## src/rtl/mem_arbiter.sv

```systemverilog
// mem_arbiter: two requesters (A, B) sharing one single-port memory.
// Define MEM_ARBITER_RR_EN for round-robin arbitration; default is fixed A-priority.
module mem_arbiter #(
  parameter int ADDR_W = 15,
  parameter int DATA_W = 32
) (
  input  logic              clk,
  input  logic              rst,
  input  logic              req_a,
  input  logic              req_b,
  input  logic              we_a,
  input  logic              we_b,
  input  logic [ADDR_W-1:0] addr_a,
  input  logic [ADDR_W-1:0] addr_b,
  input  logic [DATA_W-1:0] wdata_a,
  input  logic [DATA_W-1:0] wdata_b,
  output logic              done_a,
  output logic              done_b,
  output logic [DATA_W-1:0] rdata_a,
  output logic [DATA_W-1:0] rdata_b,
  output logic              busy,
  output logic [ADDR_W-1:0] mem_addr,
  output logic [DATA_W-1:0] mem_wdata,
  output logic              mem_wr,
  output logic              mem_readstart,
  input  logic [DATA_W-1:0] mem_rdata,
  input  logic              mem_readrdy,
  input  logic              mem_saverdy
);

  typedef enum logic [1:0] {
    S_IDLE,
    S_ISSUE,
    S_WAIT,
    S_DONE
  } state_t;

  state_t state;
  logic we_l;
  logic own_b;
  logic pick_b;
  logic sel_we;
  logic [ADDR_W-1:0] sel_addr;
  logic [DATA_W-1:0] sel_wdata;

`ifdef MEM_ARBITER_RR_EN
  logic prefer_b;

  assign pick_b = req_b && (!req_a || prefer_b);

  // Next conflict goes to whichever port lost this grant.
  always_ff @(posedge clk) begin
    if (rst) begin
      prefer_b <= 1'b0;
    end else if (state == S_IDLE && (req_a || req_b)) begin
      prefer_b <= !pick_b;
    end
  end
`else
  assign pick_b = req_b && !req_a;
`endif

  assign sel_we    = pick_b ? we_b    : we_a;
  assign sel_addr  = pick_b ? addr_b  : addr_a;
  assign sel_wdata = pick_b ? wdata_b : wdata_a;

  always_ff @(posedge clk) begin
    if (rst) begin
      state         <= S_IDLE;
      we_l          <= 1'b0;
      own_b         <= 1'b0;
      busy          <= 1'b0;
      done_a        <= 1'b0;
      done_b        <= 1'b0;
      rdata_a       <= '0;
      rdata_b       <= '0;
      mem_addr      <= '0;
      mem_wdata     <= '0;
      mem_wr        <= 1'b0;
      mem_readstart <= 1'b0;
    end else begin
      unique case (state)
        S_IDLE: begin
          if (req_a || req_b) begin
            state    <= S_ISSUE;
            busy     <= 1'b1;
            own_b    <= pick_b;
            we_l     <= sel_we;
            mem_addr <= sel_addr;
            if (sel_we) begin
              mem_wr    <= 1'b1;
              mem_wdata <= sel_wdata;
            end else begin
              mem_readstart <= 1'b1;
            end
          end
        end
        S_ISSUE: begin
          mem_readstart <= 1'b0;
          state         <= S_WAIT;
        end
        S_WAIT: begin
          if (we_l ? mem_saverdy : mem_readrdy) begin
            state     <= S_DONE;
            mem_addr  <= '0;
            mem_wdata <= '0;
            mem_wr    <= 1'b0;
            if (!we_l && own_b) rdata_b <= mem_rdata;
            if (!we_l && !own_b) rdata_a <= mem_rdata;
            if (own_b) done_b <= 1'b1;
            else done_a <= 1'b1;
          end
        end
        S_DONE: begin
          done_a <= 1'b0;
          done_b <= 1'b0;
          busy   <= 1'b0;
          state  <= S_IDLE;
        end
        default: state <= S_IDLE;
      endcase
    end
  end

endmodule
```

## config.mk

```make
export PLATFORM = sky130hd
export DESIGN_NAME = mem_arbiter
export DESIGN_NICKNAME = d
export VERILOG_FILES = /design/src/rtl/mem_arbiter.sv
export SDC_FILE = /design/constraint.sdc
export NUM_CORES = 1
export LEC_CHECK = 0
export ABC_AREA = 1
export ABC_CLOCK_PERIOD_IN_PS = 1800
export BUFFER_PORTS_ARGS = -buffer_cell sky130_fd_sc_hd__buf_4
export CAP_MARGIN = 20
export CORE_ASPECT_RATIO = 0.7
export CORE_MARGIN = 3
export CORE_UTILIZATION = 46
export CTS_BUF_LIST = sky130_fd_sc_hd__clkbuf_16
export DETAILED_ROUTE_END_ITERATION = 6
export PLACE_DENSITY = 0.84
export SYNTH_ARGS = -nofsm -noshare
export SYNTH_HDL_FRONTEND = slang
export SYNTH_SLANG_ARGS = --single-unit
```

## constraint.sdc

```tcl
create_clock -name clk -period 1.8 [get_ports clk]
set_input_delay 0.36 -clock clk [delete_from_list [all_inputs] [get_ports clk]]
set_output_delay 0.36 -clock clk [all_outputs]
set_load 0.005 [all_outputs]
```

**After elaboration in Yosys (flattened, before gate mapping)**

Cells that the tools add are included.

- Output and inout port bits: 116
- Flip-flop bits (word level): 120
- Input bits: 134

- Multiplexer cells: 29
- Eq/ne operators: 9
- Reductions and logical operators: 22

Operator list:

| cell | count |
|---|---|
| $mux 32 | 4 |
| $pmux 32 s2 | 1 |
| $mux 15 | 3 |
| $pmux 15 s2 | 1 |
| $reduce_and 3->1 | 6 |
| $mux 1 | 12 |
| $ne 2x2->1 const B | 6 |
| $pmux 1 s2 | 5 |
| $pmux 2 s4 | 1 |
| $reduce_bool 2->1 | 4 |
| $reduce_and 2->1 | 3 |
| $eq 2x2->1 const B | 2 |
| $mux 2 | 2 |
| $reduce_and 4->1 | 1 |
| $logic_and 1x1->1 | 3 |
| $logic_not 1->1 | 3 |
| $eq 2x1->1 const B | 1 |
| $logic_not 2->1 | 1 |
| $logic_or 1x1->1 | 1 |

**Depth between registers and ports, before layout**

Gate-level depths: netlist (run 1).

- Depth after elaboration: 6
- Mapped depth: 13
- Depth with buffers taken out: 10

**Worst setup path after synthesis (run 1)**

No wires, ideal clock.

- Path kind: flip-flop to flip-flop
- Start: reg state[0]
- End: reg mem_wdata[5]
- Period minus slack after synthesis: 1605 ps
- Path slack: 195 ps
- Stages on the path, launching flop included: 14
- Arrival: 1492 ps
- Data required time: 1687 ps
- Path through: dfxtp_1 > inv_1 > ha_1 > buf_4 > inv_2 > nor2_2 > inv_1 > nand2_1 > nand3_1 > buf_6 > buf_6 > nand2_1 > nand2_1 > nor2_1

- Word-level cells in the longest chain between the ends: 3
- Elaborated cells between the ends (all ways): 8

RTL lines:

| item | RTL line | RTL |
|---|---|---|
| start: declaration | 38 | `state_t state;` |
| start signal: assignment | 69 | `state <= S_IDLE;` |
| start signal: assignment | 85 | `state <= S_ISSUE;` |
| start signal: assignment | 100 | `state <= S_WAIT;` |
| $eq 2x2->1 or $logic_not 2->1 (tied branches) | 82 | `unique case (state)` |
| $ne 2x2->1 (no source line) or $reduce_bool 2->1 (tied branches) | -- |  |
| $reduce_and 4->1 (no source line) | -- |  |
| end signal: assignment | 92 | `mem_wdata <= sel_wdata;` |
| end: declaration | 23 | `output logic [DATA_W-1:0] mem_wdata,` |

Parallel ways exist; a longest one is shown, timed or not.
A chain may end at the register's enable or synchronous reset.

**Worst setup path in the final report (run 1)**

- Start: reg state[1]
- End: reg mem_wdata[20]

The elaborated chain is that of the path after synthesis.

==> results of run 1 <==
through the flow:
stage / power [mW] / instance area, um^2 / utilization, % / hold WS, ns
5_1_grt: 12.2 / 7840 / 73.2 / 0.134
4_1_cts: 11.3 / 7770 / 72.6 / 0.126
3_3_place_gp: 7.85 / 7200 / 67.3 / 0.463
2_1_floorplan: 6.13 / 5220 / - / 0.429
3_5_place_dp: 7.94 / 7200 / 67.3 / 0.474
6_report: 11.4 / 7840 / 73.2 / 0.143
layer usage:
metal / routed length [um] / global-route usage [%]
met4: 248 / 7.96
met1: 6790 / 28.9
met5: 0 / 0
met2: 7640 / 40.0
met3: 1480 / 9.76
synthesized netlist by cell type:
| cell type | number | area [um^2] |
|---|---|---|
| a211oi_1 | 1 | 7.51 |
| a21oi_1 | 49 | 245 |
| buf_2 | 16 | 80.1 |
| buf_4 | 3 | 22.5 |
| buf_6 | 3 | 33.8 |
| clkbuf_1 | 26 | 97.6 |
| clkinv_1 | 1 | 3.75 |
| dfxtp_1 | 120 | 2400 |
| ha_1 | 6 | 75.1 |
| inv_1 | 47 | 176 |
| inv_2 | 3 | 11.3 |
| nand2_1 | 171 | 642 |
| nand2_2 | 1 | 6.26 |
| nand3_1 | 13 | 65.1 |
| nand3_2 | 1 | 10.0 |
| nor2_1 | 237 | 890 |
| nor2_2 | 2 | 12.5 |
| nor3_1 | 1 | 5.00 |
| o21a_1 | 1 | 7.51 |
| o21ai_0 | 84 | 420 |
| o21ai_1 | 1 | 5.00 |
what timing repair did:
item | in CTS | in global routing
gates resized for setup | 1 | 13
hold buffers | 0 | 0
endpoints found under the setup margin | 18 | 94
cloned | 0 | 1
cell type report:
| cell class | count | area [um^2] |
|---|---|---|
| clock buffers | 17 | 425 |
| repair buffers | 264 | 2070 |
| clock inverters | 15 | 144 |
| fillers | 874 | 2870 |
| well taps | 148 | 185 |
| flip-flops and latches | 120 | 2400 |
| multi-input cells | 568 | 2420 |
| inverters | 51 | 191 |
power groups by stage:
stage | clock, mW | sequential (mW) | combinational, mW
after floorplan | 0 | 3.83 | 2.30
after CTS | 3.31 | 3.77 | 4.18
after global routing | 3.45 | 3.86 | 4.91
after global placement | 0 | 3.78 | 4.08
after detailed placement | 0 | 3.80 | 4.14
final | 3.25 | 3.77 | 4.36
kinds of logic (layout without fill, tap and decap cells):
kind of cell / count (synthesis) / count (layout)
adders and majority gates: 6 / 6
and+or+nand+nor: 426 / 426
DFF: 120 / 120
buffers and inverters: 99 / 347
AOI/OAI and AO/OA: 136 / 136
sequential cells by signal, summed over array words and instances (netlist names), 2 cells and up:
register and flops:
mem_wdata 32, state 2, mem_addr 15, rdata_b 32, rdata_a 32
worst min-delay path by stage:
stage	endpoint	slack, ns	cells after the start
2_1_floorplan	own_b	0.43	1
3_3_place_gp	rdata_a[10]	0.46	2
3_5_place_dp	rdata_a[10]	0.47	2
4_1_cts	own_b	0.13	2
5_1_grt	we_l	0.13	2
6_report	own_b	0.14	2
==> out/metrics.csv, run 1 <==
metric,value,unit
Startpoint Class,register,
period utilization,95.4,%
die height,95.1,um
crit path to,mem_wdata[20],
WL final,16.2,mm
Crit Path Category,reg2reg,
initial antenna violation count,0,
dpl hpwl,11.1,mm
hold path startpoint,rst,
fin crit period,1.72,ns
DRT iter0 DRCs,252,
Post-Syn Area,5220,um^2
multiplexer share of the synthesized area,0,%
"Hold Vio Cnt, Final",0,
Crit. Startpoint,state[1],
crit end category,register,
Worst EP required,2.10,ns
Synthesis Warnings,0,
main combinational cell family by area after synthesis,simple AND/OR/NAND/NOR gates,
register bit total from synthesis,120,
global-route wire length before repair,24.7,mm
Final Skew,0.0102,ns
Sw Ratio,33.7,%
Worst path top cell family by delay,simple AND/OR/NAND/NOR gates,
vias per cell,4.83,
Root Buffer,clkbuf_16,
switching power,3.84,mW
gpl congestion,0.796,
row count,31,
leakage,4.01,nW
n_diodes,0,
post-synthesis compound-gate area fraction,13.1,%
Max H-tree Level,4,
Worst path depth,10,
vias,5719,
Hold Path Class,in2reg,
Antenna Nets Post-Route,0,
Slew HR,68.9,%
Post CTS Setup Buffer Count,0,
Total GRT Usage,24.1,%
DR WL/cell,13.7,um
Max-Cap Viols,0,
"Slowest-stage cell, CP",dfxtp_2,
Buffers on Ports,249,
Top Ports,250,
final non-filler cell total,1183,
share of layout cells above drive strength 1,29.6,%
combinational power share,38.3,%
CTS max path bufs,2,
Worst EP arrival,2.02,ns
"Slew Viols, Final",0,
setup TNS,0,ns
starting density of the core,48.7,%
Post-Synth Adder-Cell Area,1.44,%
CTS Buf Count,17,
critical path cell sequence,inv_1 -> ha_2 -> inv_1 -> nor2_1 -> nor2_1 -> nor2_1 -> buf_4 -> nand3_1 -> nand2_1 -> nor2_1,
vias in the first global route,5139,
DRC viols,0,
area delta synth->final,50.2,%
fmax,582,MHz
CTS tree,built,
CORE AREA,10700,um^2
Worst R2R Start,state[1],
synthesized area per cell,6.63,um^2
PD cells,1450,nW/um^2
clk slew on worst S/H paths,0.05,ns
Synth Area in Simple Gates,31.2,%
pre-CTS setup slack,0.0276,ns
"Seq/Total Area, Yosys",46.0,%
synthesized net count,927,
most frequent cells in the layout,"buf_4 (256), nor2_1 (235), nand2_1 (171)",
XOR/XNOR share of the synthesized area,0,%
TritonRoute pass-1 iters,5,
final worst slack,0.0829,ns
worst slew pin tran,0.467,ns
status,completed,
VDD IR-drop max,0.986,mV
RR Endpoint,mem_wdata[20],
reg2reg path depth,10,
"commonest non-fill, non-tap cell in the layout",buf_4,
global route overflow,0,
RSZ-0062 raised after global routing,yes,
die footprint,12700,um^2
Worst path max stage delay,0.34,ns
fin nets,1162,
Post-Syn Instances,787,
sequential share of power,33.1,%
clock group share of total power,28.6,%
R2R setup slack,0.08,ns
largest fanout on the critical path,19,
Buf/Inv on CP,3,
final setup fails,0,
cell mode on critical path,nor2_1,
Worst-Skew Late Latency,0.41,ns
Int Power,7.55,mW
Num Clock Sinks,120,
library cells used by synthesis,21,
die span in x,133,um
largest net degree at the start of global routing,119,
placed cells,1150,
Power figures use the tool's default switching activity.
==> run 2, diff against run 1 <==
--- a/config.mk
+++ b/config.mk
@@ -6,15 +6,14 @@
 export NUM_CORES = 1
 export LEC_CHECK = 0
 export ABC_AREA = 1
-export ABC_CLOCK_PERIOD_IN_PS = 1800
 export BUFFER_PORTS_ARGS = -buffer_cell sky130_fd_sc_hd__buf_4
 export CAP_MARGIN = 20
 export CORE_ASPECT_RATIO = 0.7
 export CORE_MARGIN = 3
-export CORE_UTILIZATION = 46
+export CORE_UTILIZATION = 50
 export CTS_BUF_LIST = sky130_fd_sc_hd__clkbuf_16
 export DETAILED_ROUTE_END_ITERATION = 6
-export PLACE_DENSITY = 0.84
+export PLACE_DENSITY = 0.86
 export SYNTH_ARGS = -nofsm -noshare
 export SYNTH_HDL_FRONTEND = slang
 export SYNTH_SLANG_ARGS = --single-unit
==> constraint.sdc (replaced) <==
create_clock -name clk -period 2.1 [get_ports clk]
set_input_delay 0.42 -clock clk [delete_from_list [all_inputs] [get_ports clk]]
set_output_delay 0.42 -clock clk [all_outputs]
set_load 0.005 [all_outputs]
==> run 2 against run 1 <==
Net effect: design area down 1.1%; first-iteration DRC count down 4.4%; critical endpoint unchanged; register-to-register slack better by 0.22 ns; die area down 7.6%; utilization up 5.0 points; worst setup slack better by 0.22 ns; combinational power down 18%; sequential power down 14%.
==> out/metrics.csv, run 2 (synthesis results as in run 1) <==
metric,value,unit,change
status,completed,,
RSZ-0062 raised after global routing,no,,
Final Core Density,78.2,%,+5.0 points
CTS Buf Count,17,,unchanged
Worst EP arrival,2.09,ns,+0.07 ns
fillers,769,,-12%
initial antenna violation count,0,,unchanged
CORE AREA,9910,um^2,-7.4%
DR WL/cell,13.5,um,-0.98%
dpl hpwl,11.2,mm,+0.34%
Antenna Nets Post-Route,0,,unchanged
fin nets,1162,,unchanged
Root Buffer,clkbuf_16,,
crit end category,register,,
period utilization,85.5,%,-9.9 points
VDD IR-drop max,0.767,mV,-22%
"commonest non-fill, non-tap cell in the layout",buf_4,,
TritonRoute pass-1 iters,4,,-1
Post CTS Setup Buffer Count,0,,unchanged
starting density of the core,52.7,%,+3.9 points
largest net degree at the start of global routing,66,,-45%
Top Registers,"mem_wdata (32), rdata_a (32), rdata_b (32)",,
Startpoint Class,register,,
"Hold Vio Cnt, Final",0,,unchanged
hold buffers post-CTS,0,,unchanged
PD cells,1250,nW/um^2,-14%
Hold Path Class,in2reg,,
Resized Gates After CTS,0,,-1
vias,5682,,-0.65%
CTS max path bufs,2,,unchanged
leakage,3.99,nW,-0.56%
Crit Path Category,reg2reg,,
Total GRT Usage,25.9,%,+1.8 points
worst slew pin tran,0.514,ns,+0.0471 ns
Max-Cap Viols,0,,unchanged
WL final,15.7,mm,-2.7%
die footprint,11700,um^2,-7.6%
Tot Pwr,9.66,mW,-15%
share of layout cells above drive strength 1,29.2,%,-0.39 points
final setup fails,0,,unchanged
Worst EP required,2.39,ns,+0.29 ns
DRT iter0 DRCs,241,,-4.4%
area delta synth->final,48.4,%,
Top Ports,250,,unchanged
die span in x,128,um,-3.9%
largest fanout on the critical path,14,,-5
clk slew on worst S/H paths,0.05,ns,about the same
Worst-Skew Late Latency,0.40,ns,about the same
CTS tree,built,,
Final Skew,0.00954,ns,-0.000668 ns
fin crit period,1.80,ns,+0.0781 ns
n_diodes,0,,unchanged
DRC viols,0,,unchanged
global-route wire length before repair,24.6,mm,-0.47%
Max H-tree Level,4,,unchanged
die height,91.5,um,-3.8%
global route overflow,0,,unchanged
Buffers on Ports,249,,unchanged
vias in the first global route,5199,,+1.2%
setup TNS,0,ns,unchanged
Slew HR,65.8,%,-3.1 points
fmax,557,MHz,-4.3%
vias per cell,4.89,,+1.1%
"Slew Viols, Final",0,,unchanged
row count,30,,-3.2%
Num Clock Sinks,120,,unchanged
area of the multi-input gates,2400,um^2,-0.73%
flip-flop and latch area,2400,um^2,-0.10%
gpl congestion,0.865,,+8.7%
most frequent cells in the layout,"buf_4 (262), nor2_1 (236), nand2_1 (171)",,
[run 2: cell types whose count changed in the layout (fill, tap and decap cells not counted), moves of 2 or more]
cell / delta
buf_4: +6
buf_12: -3
clkinv_4: +3
ha_1: +3
ha_2: -3
buf_6: -2
dfxtp_1: +2
dfxtp_2: -2
[run 2: final timing paths]
path | depth (start not counted) | from | slack (ns) | to
setup / recovery | 10 | state[1] | 0.30 | mem_wdata[20]
hold / removal | 2 | rst | 0.22 | own_b
setup reg to reg | 10 | state[1] | 0.30 | mem_wdata[20]
hold reg to reg | 2 | rdata_a[13] | 0.48 | rdata_a[13]
[run 2: final cells by class]
class | instances | share of cell area (%)
clock buffer | 17 | 5.49
multi-input combinational | 568 | 31.0
timing repair buffer | 264 | 25.9
inverter | 51 | 2.47
sequential | 120 | 31.0
clock inverter | 15 | 2.08
tap | 128 | 2.07
[run 2: metal layers]
metal / track usage (%) / part of all wire [%] / up-vias
li1: - / - / 2911
met1: 30.2 / 40 / 2518
met2: 42.5 / 47 / 222
met3: 10.2 / 11 / 31
met4: 10.2 / 2.4 / 0
met5: 0 / 0 / -
[run 2: critical path, stage by stage (launching register included)]
cell and delay [ns]:
dfxtp_1 0.33, inv_1 0.14, ha_1 0.30, inv_1 0.09, nor2_1 0.17, nor2_1 0.06, nor2_1 0.13, buf_4 0.23
nand3_1 0.11, nand2_1 0.09, nor2_1 0.05
[run 2: through the flow]
stage	hold slack (ns)	cell area [um^2]	setup slack [ns]	instances
3_5_place_dp	0.474	7160	0.349	1131
3_3_place_gp	0.463	7160	0.434	1131
6_report	0.225	7750	0.305	1163
2_1_floorplan	0.461	5220	0.495	787
4_1_cts	0.208	7750	0.329	1163
5_1_grt	0.213	7750	0.101	1163
[run 2: where the power goes]
group	internal, mW	leakage, nW	total [mW]	switching, mW
Clock	1.84	0.286	2.85	1.00
Combinational	1.63	2.72	3.58	1.96
Sequential	2.90	0.981	3.23	0.327
==> run 3, diff against run 2 <==
--- a/config.mk
+++ b/config.mk
@@ -10,10 +10,10 @@
 export CAP_MARGIN = 20
 export CORE_ASPECT_RATIO = 0.7
 export CORE_MARGIN = 3
-export CORE_UTILIZATION = 50
-export CTS_BUF_LIST = sky130_fd_sc_hd__clkbuf_16
+export CORE_UTILIZATION = 52
+export CTS_BUF_LIST = sky130_fd_sc_hd__clkbuf_2
 export DETAILED_ROUTE_END_ITERATION = 6
-export PLACE_DENSITY = 0.86
+export PLACE_DENSITY = 0.88
 export SYNTH_ARGS = -nofsm -noshare
 export SYNTH_HDL_FRONTEND = slang
 export SYNTH_SLANG_ARGS = --single-unit
==> run 3 against run 2 <==
Net effect: flip-flop and latch count unchanged; combinational power up 2%; design area about the same; largest cell class unchanged; largest power group unchanged.
==> out/metrics.csv, run 3 (synthesis results as in run 1) <==
metric,value,unit,change
status,completed,,
starting density of the core,55.5,%,+2.9 points
pre-CTS setup slack,0.255,ns,-0.0935 ns
Antenna Nets Post-Route,0,,unchanged
fillers,641,,-17%
Tot Pwr,8.34,mW,-14%
DRC viols,0,,unchanged
die span in x,126,um,-1.8%
TritonRoute pass-1 iters,5,,+1
vias in the first global route,5749,,+11%
die height,89.8,um,-1.8%
dpl hpwl,11.4,mm,+2.2%
DRT iter0 DRCs,384,,+59%
period utilization,90.2,%,+4.7 points
Final Skew,0.0316,ns,+0.0221 ns
VDD IR-drop max,0.764,mV,-0.30%
worst slew pin tran,0.487,ns,-0.0268 ns
n_diodes,0,,unchanged
final worst slack,0.206,ns,-0.0988 ns
setup TNS,0,ns,unchanged
Worst-Skew Late Latency,0.67,ns,+0.27 ns
RSZ-0062 raised after global routing,no,,
CTS max path bufs,2,,unchanged
largest net degree at the start of global routing,57,,-14%
Crit Path Category,reg2reg,,
Root Buffer,clkbuf_2,,
critical path cell sequence,inv_1 -> ha_1 -> o21ai_1 -> nand2_1 -> nand2_1 -> buf_4 -> nor2_1 -> nor2_1,,
fin crit period,1.89,ns,+0.0988 ns
CTS tree,built,,
gpl congestion,0.859,,-0.66%
share of layout cells above drive strength 1,28.7,%,-0.43 points
Max-Cap Viols,0,,unchanged
"Slew Viols, Final",0,,unchanged
vias per cell,5.03,,+2.9%
"commonest non-fill, non-tap cell in the layout",buf_4,,
Top Ports,250,,unchanged
Num Clock Sinks,120,,unchanged
crit end category,register,,
die footprint,11300,um^2,-3.6%
Startpoint Class,register,,
vias,5991,,+5.4%
Hold Path Class,in2reg,,
fmax,528,MHz,-5.2%
final setup fails,0,,unchanged
initial antenna violation count,0,,unchanged
WL final,17.1,mm,+8.8%
leakage,3.98,nW,-0.15%
CTS Buf Count,17,,unchanged
global route overflow,0,,unchanged
WHS,0.112,ns,-0.113 ns
Worst EP arrival,2.49,ns,+0.40 ns
Top Registers,"mem_wdata (32), rdata_a (32), rdata_b (32)",,
most frequent cells in the layout,"buf_4 (260), nor2_1 (236), nand2_1 (171)",,
"Hold Vio Cnt, Final",0,,unchanged
PD cells,1080,nW/um^2,-14%
Max H-tree Level,4,,unchanged
area delta synth->final,48.5,%,about the same
clk slew on worst S/H paths,0.19,ns,+0.14 ns
largest fanout on the critical path,10,,-4
Buffers on Ports,249,,unchanged
Total GRT Usage,29.4,%,+3.5 points
Slew HR,67.5,%,+1.8 points
fin nets,1195,,+2.8%
global-route wire length before repair,27.6,mm,+12%
CORE AREA,9400,um^2,-5.2%
Worst path max stage delay,0.42,ns,+0.09 ns
row count,29,,-3.3%
Worst EP required,2.69,ns,+0.30 ns
DR WL/cell,14.4,um,+6.2%
"Slowest-stage cell, CP",dfxtp_1,,
run 3: power breakdown:
part | switching (mW) | total, mW | internal (mW) | leakage [nW]
registers | 0.336 | 3.23 | 2.89 | 0.981
logic | 1.98 | 3.64 | 1.66 | 2.87
clock network | 0.923 | 1.48 | 0.552 | 0.133
run 3: final timing paths:
kind | startpoint | slack [ns] | cells after the start | endpoint
setup / recovery | state[0] | 0.21 | 8 | mem_addr[2]
hold / removal | addr_a[12] | 0.11 | 5 | mem_addr[12]
hold reg to reg | rdata_a[22] | 0.50 | 2 | rdata_a[22]
setup reg to reg | state[0] | 0.21 | 8 | mem_addr[2]
run 3: through the flow:
| stage | cell area [um^2] | instances | utilization, % |
|---|---|---|---|
| finish | 7750 | 1192 | 82.5 |
| global route | 7750 | 1192 | 82.5 |
| global placement | 7180 | 1127 | 76.4 |
| detailed placement | 7180 | 1127 | 76.4 |
| floorplan | 5220 | 787 | - |
| CTS | 7750 | 1192 | 82.5 |
run 3: metal layers:
| metal | routed length, um | vias to the layer above | part of all wire (%) | global-route usage, % |
|---|---|---|---|---|
| met5 | 0 | - | 0 | 0 |
| met4 | 451 | 0 | 2.6 | 9.82 |
| met3 | 1590 | 43 | 9.3 | 10.1 |
| met2 | 8210 | 260 | 48 | 49.6 |
| met1 | 6870 | 2708 | 40 | 35.2 |
| li1 | - | 2980 | - | - |
run 3: cell type report:
cell class	instances	area (um^2)	area share, %
Clock buffer	18	90.1	1.16
Multi-Input combinational cell	568	2400	31.0
Inverter	51	191	2.47
Clock inverter	14	148	1.91
Timing Repair Buffer	297	2360	30.5
Tap cell	124	155	2.00
Sequential cell	120	2400	31.0
run 3: timing repair:
| item | CTS | global route |
|---|---|---|
| buffers inserted | 0 | 0 |
| endpoints found under the hold margin | 66 | 0 |
| gates resized for setup | 0 | 0 |
| hold buffers | 33 | 0 |
run 3: critical path: cells and delay by family (launching register included):
kind	cells	cell delay, ns
and+or+nand+nor	4	0.56
adders and majority gates	1	0.30
buffers and inverters	2	0.34
DFF	1	0.42
AOI/OAI and AO/OA	1	0.21
